===== src/rtl/conv1x1_seq_ctrl.sv =====
// Time-multiplexed 1x1 convolution sequencer: one MAC walks (oc, oh, ow, ic) over external 1-cycle-latency memories.
// Optional ReLU on the output element when CONV1X1_RELU_EN is defined.
module conv1x1_seq_ctrl #(
  parameter int DATA_WIDTH   = 32,
  parameter int IN_CHANNELS  = 1,
  parameter int OUT_CHANNELS = 1,
  parameter int IN_HEIGHT    = 4,
  parameter int IN_WIDTH     = 4,
  parameter int STRIDE       = 1,
  parameter int ADDR_WIDTH   = 16
) (
  input  logic                  clk,
  input  logic                  rst,
  input  logic                  start,
  output logic                  busy,
  output logic                  done,
  output logic                  in_rd_en,
  output logic [ADDR_WIDTH-1:0] in_rd_addr,
  input  logic [DATA_WIDTH-1:0] in_rd_data,
  output logic                  w_rd_en,
  output logic [ADDR_WIDTH-1:0] w_rd_addr,
  input  logic [DATA_WIDTH-1:0] w_rd_data,
  output logic                  b_rd_en,
  output logic [ADDR_WIDTH-1:0] b_rd_addr,
  input  logic [DATA_WIDTH-1:0] b_rd_data,
  output logic                  out_valid,
  input  logic                  out_ready,
  output logic [DATA_WIDTH-1:0] out_data,
  output logic [ADDR_WIDTH-1:0] out_idx
);
  localparam int OUT_HEIGHT = (IN_HEIGHT - 1) / STRIDE + 1;
  localparam int OUT_WIDTH  = (IN_WIDTH - 1) / STRIDE + 1;
  localparam int AW = ADDR_WIDTH;
  localparam int DW = DATA_WIDTH;

  typedef enum logic [2:0] {S_IDLE, S_BIAS, S_MAC, S_DRAIN, S_OUT, S_DONE} state_e;

  state_e          state_q, state_d;
  logic [AW-1:0]   oc_q, oc_d, oh_q, oh_d, ow_q, ow_d, ic_q, ic_d;
  logic [DW-1:0]   acc_q, acc_d, out_data_q, out_data_d;
  logic [AW-1:0]   out_idx_q, out_idx_d;
  logic [AW-1:0]   in_addr_q, w_addr_q, b_addr_q;
  logic [AW-1:0]   in_addr_cur, w_addr_cur, idx_cur;
  logic [DW-1:0]   prod, acc_sum, res;
  logic            last_ow, last_oh, last_oc;

  // Low DW bits of a two's complement product do not depend on signedness.
  assign prod    = in_rd_data * w_rd_data;
  assign acc_sum = acc_q + prod;

`ifdef CONV1X1_RELU_EN
  assign res = acc_sum[DW-1] ? '0 : acc_sum;
`else
  assign res = acc_sum;
`endif

  assign in_addr_cur = ic_q * AW'(IN_HEIGHT * IN_WIDTH) + oh_q * AW'(STRIDE * IN_WIDTH)
                     + ow_q * AW'(STRIDE);
  assign w_addr_cur  = oc_q * AW'(IN_CHANNELS) + ic_q;
  assign idx_cur     = oc_q * AW'(OUT_HEIGHT * OUT_WIDTH) + oh_q * AW'(OUT_WIDTH) + ow_q;

  assign last_ow = (ow_q == AW'(OUT_WIDTH - 1));
  assign last_oh = (oh_q == AW'(OUT_HEIGHT - 1));
  assign last_oc = (oc_q == AW'(OUT_CHANNELS - 1));

  assign busy      = (state_q == S_BIAS) || (state_q == S_MAC) ||
                     (state_q == S_DRAIN) || (state_q == S_OUT);
  assign done      = (state_q == S_DONE);
  assign out_valid = (state_q == S_OUT);
  assign out_data  = out_data_q;
  assign out_idx   = out_idx_q;
  assign b_rd_en   = (state_q == S_BIAS);
  assign in_rd_en  = (state_q == S_MAC);
  assign w_rd_en   = (state_q == S_MAC);

  // Addresses follow the counters while strobing and hold their last value otherwise.
  assign b_rd_addr  = b_rd_en  ? oc_q        : b_addr_q;
  assign in_rd_addr = in_rd_en ? in_addr_cur : in_addr_q;
  assign w_rd_addr  = w_rd_en  ? w_addr_cur  : w_addr_q;

  always_comb begin
    state_d    = state_q;
    oc_d       = oc_q;
    oh_d       = oh_q;
    ow_d       = ow_q;
    ic_d       = ic_q;
    acc_d      = acc_q;
    out_data_d = out_data_q;
    out_idx_d  = out_idx_q;
    case (state_q)
      S_IDLE: if (start) begin
        state_d = S_BIAS;
        oc_d = '0; oh_d = '0; ow_d = '0; ic_d = '0;
      end
      S_BIAS: begin
        ic_d    = '0;
        state_d = S_MAC;
      end
      S_MAC: begin
        acc_d = (ic_q == '0) ? b_rd_data : acc_sum;
        if (ic_q == AW'(IN_CHANNELS - 1)) state_d = S_DRAIN;
        else                               ic_d    = ic_q + 1'b1;
      end
      S_DRAIN: begin
        acc_d      = acc_sum;
        out_data_d = res;
        out_idx_d  = idx_cur;
        state_d    = S_OUT;
      end
      S_OUT: if (out_ready) begin
        if (last_ow && last_oh && last_oc) begin
          state_d = S_DONE;
        end else begin
          state_d = S_BIAS;
          ow_d    = last_ow ? '0 : ow_q + 1'b1;
          if (last_ow) begin
            oh_d = last_oh ? '0 : oh_q + 1'b1;
            if (last_oh) oc_d = oc_q + 1'b1;
          end
        end
      end
      S_DONE:  state_d = S_IDLE;
      default: state_d = S_IDLE;
    endcase
  end

  always_ff @(posedge clk or negedge rst) begin
    if (!rst) begin
      state_q    <= S_IDLE;
      oc_q       <= '0;
      oh_q       <= '0;
      ow_q       <= '0;
      ic_q       <= '0;
      acc_q      <= '0;
      out_data_q <= '0;
      out_idx_q  <= '0;
      in_addr_q  <= '0;
      w_addr_q   <= '0;
      b_addr_q   <= '0;
    end else begin
      state_q    <= state_d;
      oc_q       <= oc_d;
      oh_q       <= oh_d;
      ow_q       <= ow_d;
      ic_q       <= ic_d;
      acc_q      <= acc_d;
      out_data_q <= out_data_d;
      out_idx_q  <= out_idx_d;
      if (in_rd_en) in_addr_q <= in_addr_cur;
      if (w_rd_en)  w_addr_q  <= w_addr_cur;
      if (b_rd_en)  b_addr_q  <= oc_q;
    end
  end
endmodule


===== config.mk =====
export PLATFORM = sky130hd
export DESIGN_NAME = conv1x1_seq_ctrl
export DESIGN_NICKNAME = d
export VERILOG_FILES = /design/src/rtl/conv1x1_seq_ctrl.sv
export SDC_FILE = /design/constraint.sdc
export NUM_CORES = 2
export LEC_CHECK = 0
export ABC_AREA = 1
export BUFFER_PORTS_ARGS = -buffer_cell sky130_fd_sc_hd__buf_2
export CORE_MARGIN = 10
export CORE_UTILIZATION = 52
export DETAILED_ROUTE_END_ITERATION = 10
export PLACE_DENSITY = 0.77
export SLEW_MARGIN = 10
export SYNTH_ARGS = -nofsm -noshare
export SYNTH_HDL_FRONTEND = slang
export SYNTH_SLANG_ARGS = --single-unit

===== constraint.sdc =====
create_clock -name clk -period 8.7 [get_ports clk]
set_input_delay 0.87 -clock clk [delete_from_list [all_inputs] [get_ports clk]]
set_output_delay 0.87 -clock clk [all_outputs]
set_load 0.03 [all_outputs]

==> impl_results.md <==
- Clock Tree Root: clkbuf_16
- Met3 Usage GRT: 4.75%
- CTS Buf Count: 17
- Grt ovf: 0
- CP max-delay cell: fa_1
- Met2 GRT Util: approximately two fifths
- Initial antenna violation count: 13
- Global Route Usage Sum: between 20% and 30%
- CP required: ~9 ns
- IO buf count: 201
- Mapped Avg Cell Area: about 7.6 µm²
- Status: finished clean
- I/O Pins: ~200
- RSZ-0062 raised after global routing: false
- Skew final: approximately 0.016 ns
- Vias/cell: between 5 and 6
- Clk_lat worst skew: roughly 0.47 ns
- Global route hottest layer: met2
- Setup TNS: 0 ns
- Reg2reg path depth: 24
- CP arrival: around 7.7 ns
- DRC violations left: 0
- Top cells by count, synth: nand2_1, inv_1, fa_1
- CTS tree: done
- Hold-fix buffers, CTS: 0
- Largest net degree at the start of global routing: between 100 and 150
- Final slew viol count: 0
- Initial Utilization: roughly 53%
- Core area: approximately 55000 µm²
- Post-Synthesis Cell Area: between 20000 and 30000 µm²
- First-pass GRT wire length: 131000 µm
- GR Util met1: between 30% and 40%
- Finish-stage setup viols: 0
- Final #Nets: approximately 4600
- Post-Route WL: 81500 µm
- Cell Rows: 86
- Crit path capture type: flip-flop
- Post-Syn Nets: around 4600
- Clock Path Buffers: 2
- Register bit count reported by yosys: 195
- Crit start category: primary input
- Synth Instances: around 3800
- H-tree levels: 4
- Post-synthesis sequential area ratio: 16.8%
- Iter 0 DRT Violations: 2000
- Syn. warnings: 0
- Post-DRT Antenna Nets: 0
- Worst hold-check path type: reg -> reg
- Most used DFF post-synth: dfrtp_1
- Total die area: around 66000 µm²
- Synth top area cells: fa_1, dfrtp_1, nand2_1
- Period utilization: between 80% and 90%
- Minimum clock period: approximately 7.3 ns
- Die width: about 260 µm
- Fraction of registers with async set/reset: between 90% and 100%
- Cts repair resizes: 0
- Slew Limit Headroom: 30.7%
- Chip height: approximately 260 µm
- Fin. Hold Viols: 0
- Top-area cell type share of the netlist area: between 30% and 40%
- Post-DP HPWL: around 67000 µm
- Netlist cell types: 45
- Hold depth: 2
- Max Clock Freq: 136 MHz
- Fill cells: ~5000
- Slew at the pin closest to its max-slew limit: about 1.0 ns
- Clock-pin slew on the worst setup and hold paths: 0.08 ns
- Share of cells above drive strength 1: under 10%
- Max incr delay on CP: 0.53 ns
- Most common cell in the synthesized netlist: nand2_1
- Avg WL per Cell: between 15 and 20 µm
- Pre-antenna DRT Iters: 8
- Vias in the first global route: roughly 25000
- Post-synth EDFFs: 0
- Worst Setup Path Type: in -> reg
- Via count: approximately 24000
- Layout area overhead: 7.04%
- Cell mode on critical path: fa_1
- CTS sink cnt: approximately 200
- Number of post-CTS setup repair buffers: 0
- Yosys top cell by area: fa_1
- CP Max Fanout: 28
- Maxcap violations: 0
- Routability cong.: 0.961
==> layer usage <==
layer,up-vias,part of all wire [%],routed length (µm)
met5,-,0.12,100
met4,16,3.6,2970
met3,177,8.2,6650
met2,950,48,38900
met1,11900,40,32900
li1,11400,-,-
==> stage by stage <==
step	hold WS (ns)	instances	utilization, %	setup slack (ns)	area, µm²
floorplan	0.453	3835	-	1.46	29100
global placement	0.447	4644	55.3	1.08	30500
detailed placement	0.455	4644	55.3	0.983	30500
CTS	0.474	4676	56.4	1.47	31100
global route	0.488	4680	56.4	0.990	31100
finish	0.469	4683	56.4	1.36	31100
==> final timing paths <==
check	slack (ns)	to	from
min in group asynchronous	0.54	b_addr_q[0]	rst
min reg2reg	0.47	b_addr_q[14]	b_addr_q[14]
max in group asynchronous	6.68	acc_q[31]	rst
min	0.47	b_addr_q[14]	b_addr_q[14]
max reg2reg	1.91	acc_q[27]	acc_q[17]
max	1.36	acc_q[27]	w_rd_data[4]
==> cell families (layout without fill, tap and decap cells) <==
family / after synthesis / in the layout / share of synthesized area [%]
AOI/OAI and AO/OA: 331 / 331 / 6.41
xor gates and xnor gates: 86 / 86 / 2.59
adders and majority gates: 633 / 633 / 39.2
buffers and inverters: 1155 / 1248 / 15.1
DFF: 195 / 195 / 16.8
other: 0 / 7 / 0
and+or+nand+nor: 1435 / 1435 / 20.0
==> sequential cells by signal, summed over array words and instances (netlist names) <==
name       count
acc_q         32
out_data      32
b_addr_q      16
ic_q          16
in_addr_q     16
oc_q          16
oh_q          16
out_idx       16
ow_q          16
w_addr_q      16
state_q        3
==> layout by cell type, fill, tap and decap left out, types with 5 or more instances in the layout <==
cell          n
a21o_1        6
a21oi_1      89
a31oi_1      17
buf_2       200
buf_4        15
clkbuf_16    17
clkinv_8      5
dfrtp_1     195
diode_2       7
fa_1        463
ha_1        170
inv_1       984
inv_2        13
inv_6         5
nand2_1    1070
nand3_1     114
nand3b_1      7
nand4_1      30
nor2_1      139
nor3_1       28
nor4_1       24
o211ai_1     11
o21ai_0     142
o21ai_1      14
o21ai_2       6
o21bai_1     10
o22ai_1      13
o31ai_1       7
or2_2        11
xnor2_1      22
xor2_1       64
==> cell type report <==
class                   instances  area, µm²  share of cell area, %
diodes                          7       17.5                 0.0563
clock buffers                  18        429                   1.38
clock inverters                14        165                  0.530
inverters                    1000       3750                   12.1
multi-input cells            2485      19800                   63.7
flip-flops and latches        195       4880                   15.7
well taps                     748        936                   3.01
repair buffers                216       1130                   3.62
==> worst max-delay path, delay by kind of cell <==
kind / cells / cell delay (ns)
xor gates and xnor gates: 1 / 0.22
adders and majority gates: 9 / 4.24
and+or+nand+nor: 3 / 0.36
AOI/OAI and AO/OA: 6 / 1.07
buffers and inverters: 8 / 0.89
Power is not shown: default switching activity piles up to over one toggle a cycle in this logic, so the estimate is an artifact.
